[config.mk]
export PLATFORM = sky130hd
export DESIGN_NAME = sysctl_regbank
export DESIGN_NICKNAME = d
export VERILOG_FILES = /design/src/rtl/sysctl_regbank.sv
export SDC_FILE = /design/constraint.sdc
export NUM_CORES = 1
export LEC_CHECK = 0
export CAP_MARGIN = 20
export CORE_AREA = 8 8 452 454
export DETAILED_ROUTE_END_ITERATION = 8
export DIE_AREA = 0 0 460 462
export DONT_BUFFER_PORTS = 1
export HOLD_SLACK_MARGIN = 0.05
export PLACE_DENSITY_LB_ADDON = 0.2
export SYNTH_ARGS = -nofsm -noshare
export SYNTH_HDL_FRONTEND = slang
export SYNTH_SLANG_ARGS = --single-unit
export TNS_END_PERCENT = 1
[constraint.sdc]
create_clock -name clk_sys_i -period 1.75 [get_ports clk_sys_i]
set_clock_uncertainty 0.05 [all_clocks]
set_input_delay 0.2625 -clock clk_sys_i [delete_from_list [all_inputs] [get_ports clk_sys_i]]
set_output_delay 0.2625 -clock clk_sys_i [all_outputs]
set_load 0.01 [all_outputs]
[src/rtl/sysctl_regbank.sv]
// sysctl_regbank: Wishbone pipelined register bank with byte-lane writes.
// Optional IRQ status/enable words: define SYSCTL_REGBANK_IRQ_EN.
module sysctl_regbank #(
  parameter int unsigned g_num_regs = 16,
  parameter logic [63:0] g_ro_mask  = 64'h0,
  parameter logic [32*g_num_regs-1:0] g_rst_vals = '0
) (
  input  logic                    clk_sys_i,
  input  logic                    rst_n_i,
  input  logic [31:0]             wb_adr_i,
  input  logic [31:0]             wb_dat_i,
  output logic [31:0]             wb_dat_o,
  input  logic [3:0]              wb_sel_i,
  input  logic                    wb_cyc_i,
  input  logic                    wb_stb_i,
  input  logic                    wb_we_i,
  output logic                    wb_ack_o,
  output logic                    wb_stall_o,
  output logic [32*g_num_regs-1:0] regs_o,
  input  logic [32*g_num_regs-1:0] regs_i,
  output logic [g_num_regs-1:0]   wr_stb_o,
  input  logic [31:0]             irq_src_i,
  output logic                    irq_o
);

`ifdef SYSCTL_REGBANK_IRQ_EN
  localparam int unsigned NW = g_num_regs + 2;
`else
  localparam int unsigned NW = g_num_regs;
`endif
  localparam int unsigned AW = (NW > 1) ? $clog2(NW) : 1;

  logic [AW-1:0]         idx;
  logic                  in_rng;
  logic                  acc;
  logic                  wr_acc;
  logic                  rd_acc;
  logic [31:0]           lane_m;
  logic [31:0]           regs_q [g_num_regs];
  logic [31:0]           dat_d;
  logic [31:0]           dat_q;
  logic                  ack_q;
  logic [g_num_regs-1:0] stb_d;
  logic [g_num_regs-1:0] stb_q;

  assign idx = wb_adr_i[AW+1:2];
  // Upper address bits join the range check so that words past the
  // decoded block never alias onto real registers.
  assign in_rng = ~|wb_adr_i[31:AW+2] && (32'(idx) < NW);
  assign acc    = wb_cyc_i & wb_stb_i;
  assign wr_acc = acc & wb_we_i & in_rng;
  assign rd_acc = acc & ~wb_we_i;
  assign lane_m = {{8{wb_sel_i[3]}}, {8{wb_sel_i[2]}},
                   {8{wb_sel_i[1]}}, {8{wb_sel_i[0]}}};

`ifdef SYSCTL_REGBANK_IRQ_EN
  logic [31:0] src_q;
  logic [31:0] st_d;
  logic [31:0] st_q;
  logic [31:0] en_q;
  logic [31:0] clr;
  logic        irq_q;

  // Set beats clear when both land on the same bit.
  always_comb begin
    clr = '0;
    if (wr_acc && idx == AW'(g_num_regs))
      clr = wb_dat_i & lane_m;
    st_d = (st_q & ~clr) | (irq_src_i & ~src_q);
  end

  always_ff @(posedge clk_sys_i or negedge rst_n_i) begin
    if (!rst_n_i) begin
      src_q <= '0;
      st_q  <= '0;
      en_q  <= '0;
      irq_q <= 1'b0;
    end else begin
      src_q <= irq_src_i;
      st_q  <= st_d;
      irq_q <= |(st_q & en_q);
      if (wr_acc && idx == AW'(g_num_regs + 1))
        en_q <= (en_q & ~lane_m) | (wb_dat_i & lane_m);
    end
  end

  assign irq_o = irq_q;
`else
  assign irq_o = 1'b0;
`endif

  always_comb begin
    dat_d = '0;
    for (int i = 0; i < g_num_regs; i++) begin
      if (in_rng && idx == AW'(i))
        dat_d = g_ro_mask[i] ? regs_i[32*i +: 32] : regs_q[i];
    end
`ifdef SYSCTL_REGBANK_IRQ_EN
    if (in_rng && idx == AW'(g_num_regs))
      dat_d = st_q;
    if (in_rng && idx == AW'(g_num_regs + 1))
      dat_d = en_q;
`endif
  end

  always_comb begin
    stb_d = '0;
    for (int i = 0; i < g_num_regs; i++)
      stb_d[i] = wr_acc && idx == AW'(i);
  end

  always_ff @(posedge clk_sys_i or negedge rst_n_i) begin
    if (!rst_n_i) begin
      for (int i = 0; i < g_num_regs; i++)
        regs_q[i] <= g_rst_vals[32*i +: 32];
    end else if (wr_acc) begin
      for (int i = 0; i < g_num_regs; i++) begin
        if (!g_ro_mask[i] && idx == AW'(i))
          regs_q[i] <= (regs_q[i] & ~lane_m) | (wb_dat_i & lane_m);
      end
    end
  end

  always_ff @(posedge clk_sys_i or negedge rst_n_i) begin
    if (!rst_n_i) begin
      ack_q <= 1'b0;
      dat_q <= '0;
      stb_q <= '0;
    end else begin
      ack_q <= acc;
      stb_q <= stb_d;
      if (rd_acc)
        dat_q <= dat_d;
    end
  end

  always_comb begin
    for (int i = 0; i < g_num_regs; i++)
      regs_o[32*i +: 32] = regs_q[i];
  end

  assign wb_ack_o   = ack_q & wb_cyc_i;
  assign wb_stall_o = 1'b0;
  assign wb_dat_o   = dat_q;
  assign wr_stb_o   = stb_q;

  logic unused;
  assign unused = ^{wb_adr_i[1:0], regs_i, irq_src_i};

endmodule

==> flow_summary.toml <==
[status]
status = "finished with violations"
violations = "negative hold slack, negative setup slack"

[setup_path]
start_kind = "flip-flop"
end_kind = "flip-flop"
max_stage_delay_ps = 620
worst_r2r_path_depth = 7
critPathRequiredTime_ps = 2260
crit_fanout = 2
critPathTopFamily = "compound AO/OA/AOI/OAI gates"
ff2ff_setup_slack_ps = -420
critical_path_class = "reg -> reg"
crit_chain = "mux4_2 -> a221o_1 -> o211ai_1 -> buf_4 -> a31oi_4 -> a211oi_2 -> o21ai_1"
slowest_stage = "mux4_2"
arrival_ps = 2680
cp_num_buf_inv = 1
worstReg2RegEnd = "wb_dat_o[8]$_DFFE_PN0P_"

[clock_tree]
cts_tree = "yes"
clock_path_buffers = 3
cts_buffers = 75
cts_root_buffer = "clkbuf_16"
insertion_delay_ps = 680
cts_sinks = 561
path_clk_slew_ps = 60
cts_max_level = 3

[detailed_routing]
drt_iter0_drc = 1535
first_pass_iters = 5
vias = 21170
drtAntennaViolNets = 0
wirelength_um = 193500
drc = 0
avgViaCountPerCell = 3.986
drt-wirelength-per-cell_um = 36.44

[die]
die_h_um = 462
die-width_um = 460
rows = 163
start_util = 0.1303
fp.dieArea_sq_mm = 0.2125
num_io_pins = 1180
fp.coreArea_sq_mm = 0.1966

[sta]
relSlewSlack = 0.1922
tightestPinTransition_ps = 1212
rsz0062_at_grt = "true"
setup-violations-final = 184
period_minus_slack_ps = 2173
hold_viol_final = 121
timing.final.ws_setup_ps = -423.4
period_share = 1.242
clock.fmax_mhz = 460.1
whs_ps = -573.7
drv_slew = 0

[global_routing]
overflow = 0
track_usage = 0.1746
grt_max_degree = 562
grt_pass1_wl_um = 245300
antenna_found_initial = 36
grt_pass1_vias = 21650

[cells_and_area]
final_nets = 3221
area_growth_pct = 49.91
nFillCells = 21520
drive_gt1_frac = 0.5314
final_area_sq_mm = 0.03840
fin_util = 0.1953

[synth]
ys_ff_latch = 561
synthDominantCellAreaShare = 0.5480
synth_area_leaders = "dfrtp_1 55%, mux2_2 22%, mux4_2 2.1%"
synth_edf_count = 0
synth_warnings = 0
synth_ff_type = "dfrtp_1"
synth_top_cell_by_area = "dfrtp_1"
yosysSeqAreaShare = 0.5480
syn-cell-area_sq_mm = 0.02562
syn_avg_cell_area_sq_um = 13.02
synth_cells = 1967
async_flop_share = 1.000
synth.distinct_cells = 75

[placed_design]
place_ws_ps = -1220
placed_area_sq_mm = 0.03454
portBuffers = 0
dp_hpwl_um = 152600
place_congestion = 0.8175

[worst_hold_path]
hp-class = "in -> async"

[flow_run]
drv_cap = 0

[power]
leakagePower_nw = 17.97
power_density_mw_per_mm2 = 813.9
ir_drop_mv = 0.6309
power_mw = 31.25
what timing repair did:
| item | in CTS | in global routing |
|---|---|---|
| cloned | 0 | 0 |
| resized for setup | 90 | 46 |
| setup endpoints to repair | 468 | 357 |
| pin swaps | 45 | 17 |
| hold buffers | 50 | 2 |
| buffers inserted | 3 | 1 |
| endpoints found under the hold margin | 1089 | 384 |
area by class of cell:
| cell class | instances | area [sq um] | share of cell area |
|---|---|---|---|
| clock inverters | 26 | 296.5 | 0.007722 |
| flip-flops and latches | 561 | 14050 | 0.3658 |
| repair buffers | 684 | 6868 | 0.1788 |
| diodes | 7 | 17.52 | 0.0004561 |
| well taps | 2640 | 3303 | 0.08602 |
| multi-input cells | 1276 | 11610 | 0.3022 |
| inverters | 6 | 22.52 | 0.0005865 |
| clock buffers | 110 | 2241 | 0.05835 |
per-stage QoR:
step                      hold WS [ps]  instances  TNS, ps
final                           -573.7       5310   -26590
after global routing            -587.5       5305   -62770
after CTS                       -827.9       5297    -4068
after detailed placement        -63.69       5110  -462290
after global placement          -64.97       5109  -467260
after floorplan                 -83.09       1968  -257740
placed cells by master (no fill, tap or decap), types with 14 or more instances in the layout:
cell type	n
buf_4	497
nand3_1	27
dfrtp_1	554
nand2_1	109
mux2i_1	32
clkbuf_8	19
a22oi_1	25
clkbuf_16	77
nor3_1	15
mux2_2	501
buf_12	114
nand4_1	15
nand2_4	15
clkbuf_1	14
dlygate4sd3_1	42
nand2_2	24
a31oi_1	16
mux2_1	18
a221oi_1	22
nor2_1	69
o211ai_1	22
o21ai_0	36
buf_6	25
o221ai_1	24
mux4_2	24
a21oi_1	49
kinds of logic (layout without fill, tap and decap cells):
group	Yosys count	count (layout)	share of synthesized area
and+or+nand+nor	362	362	0.07238
DFF	561	561	0.5480
muxes	575	575	0.2617
other	1	9	0.0001464
buffers and inverters	131	826	0.02115
AOI/OAI and AO/OA	337	337	0.09656
worst register-to-register path: cells and delay by family (launching register included):
kind | cells | cell delay, ps
mux | 1 | 620
flops | 1 | 370
compound gates | 5 | 840
buf+inv | 1 | 180
synthesized netlist by cell type (6+ instances only):
cell type / number
mux2_2: 501
and2_1: 6
inv_1: 6
buf_2: 31
a21oi_1: 51
a32oi_1: 6
nand4_1: 15
a211oi_1: 11
nand2b_1: 9
o211ai_1: 22
a31oi_1: 18
a22oi_1: 28
nor3_1: 16
nand3_1: 28
clkbuf_1: 78
o2bb2ai_1: 10
nor2b_1: 7
nand2_1: 138
o21ai_0: 43
mux2i_1: 32
o22ai_1: 13
mux4_2: 24
a221oi_1: 26
a2bb2oi_1: 9
buf_1: 13
nand2_2: 9
nor4_1: 8
dfrtp_1: 561
nor2_1: 78
o221ai_1: 25
o22a_1: 8
mux2_1: 18
a221o_1: 12
and3_1: 9
a222oi_1: 10
layer usage:
| metal | vias up | global-route usage | wire length, um |
|---|---|---|---|
| met5 | - | 0 | 252 |
| met4 | 36 | 0.03356 | 3442 |
| met3 | 175 | 0.1179 | 30080 |
| met2 | 985 | 0.2706 | 84810 |
| met1 | 11200 | 0.2014 | 74920 |
| li1 | 8768 | - | - |
worst max-delay path by stage:
stage          cells past startpoint  slack, ps                       end
2_1_floorplan                      9       -570                 flip-flop
3_3_place_gp                      11      -1540  wb_dat_o[26]$_DFFE_PN0P_
4_1_cts                            8       -510  wb_dat_o[26]$_DFFE_PN0P_
6_report                           7       -420   wb_dat_o[8]$_DFFE_PN0P_
3_5_place_dp                       9      -1220  wb_dat_o[13]$_DFFE_PN0P_
5_1_grt                            7       -500   wb_dat_o[8]$_DFFE_PN0P_
report_power, final:
group | internal [mW] | total [mW] | switching, mW
Clock | 9.51 | 16.2 | 6.72
Sequential | 13.1 | 13.2 | 0.131
Combinational | 0.572 | 1.84 | 1.27
Total | 23.1 | 31.3 | 8.12
Note: power is estimated with default switching activity, not from simulation.
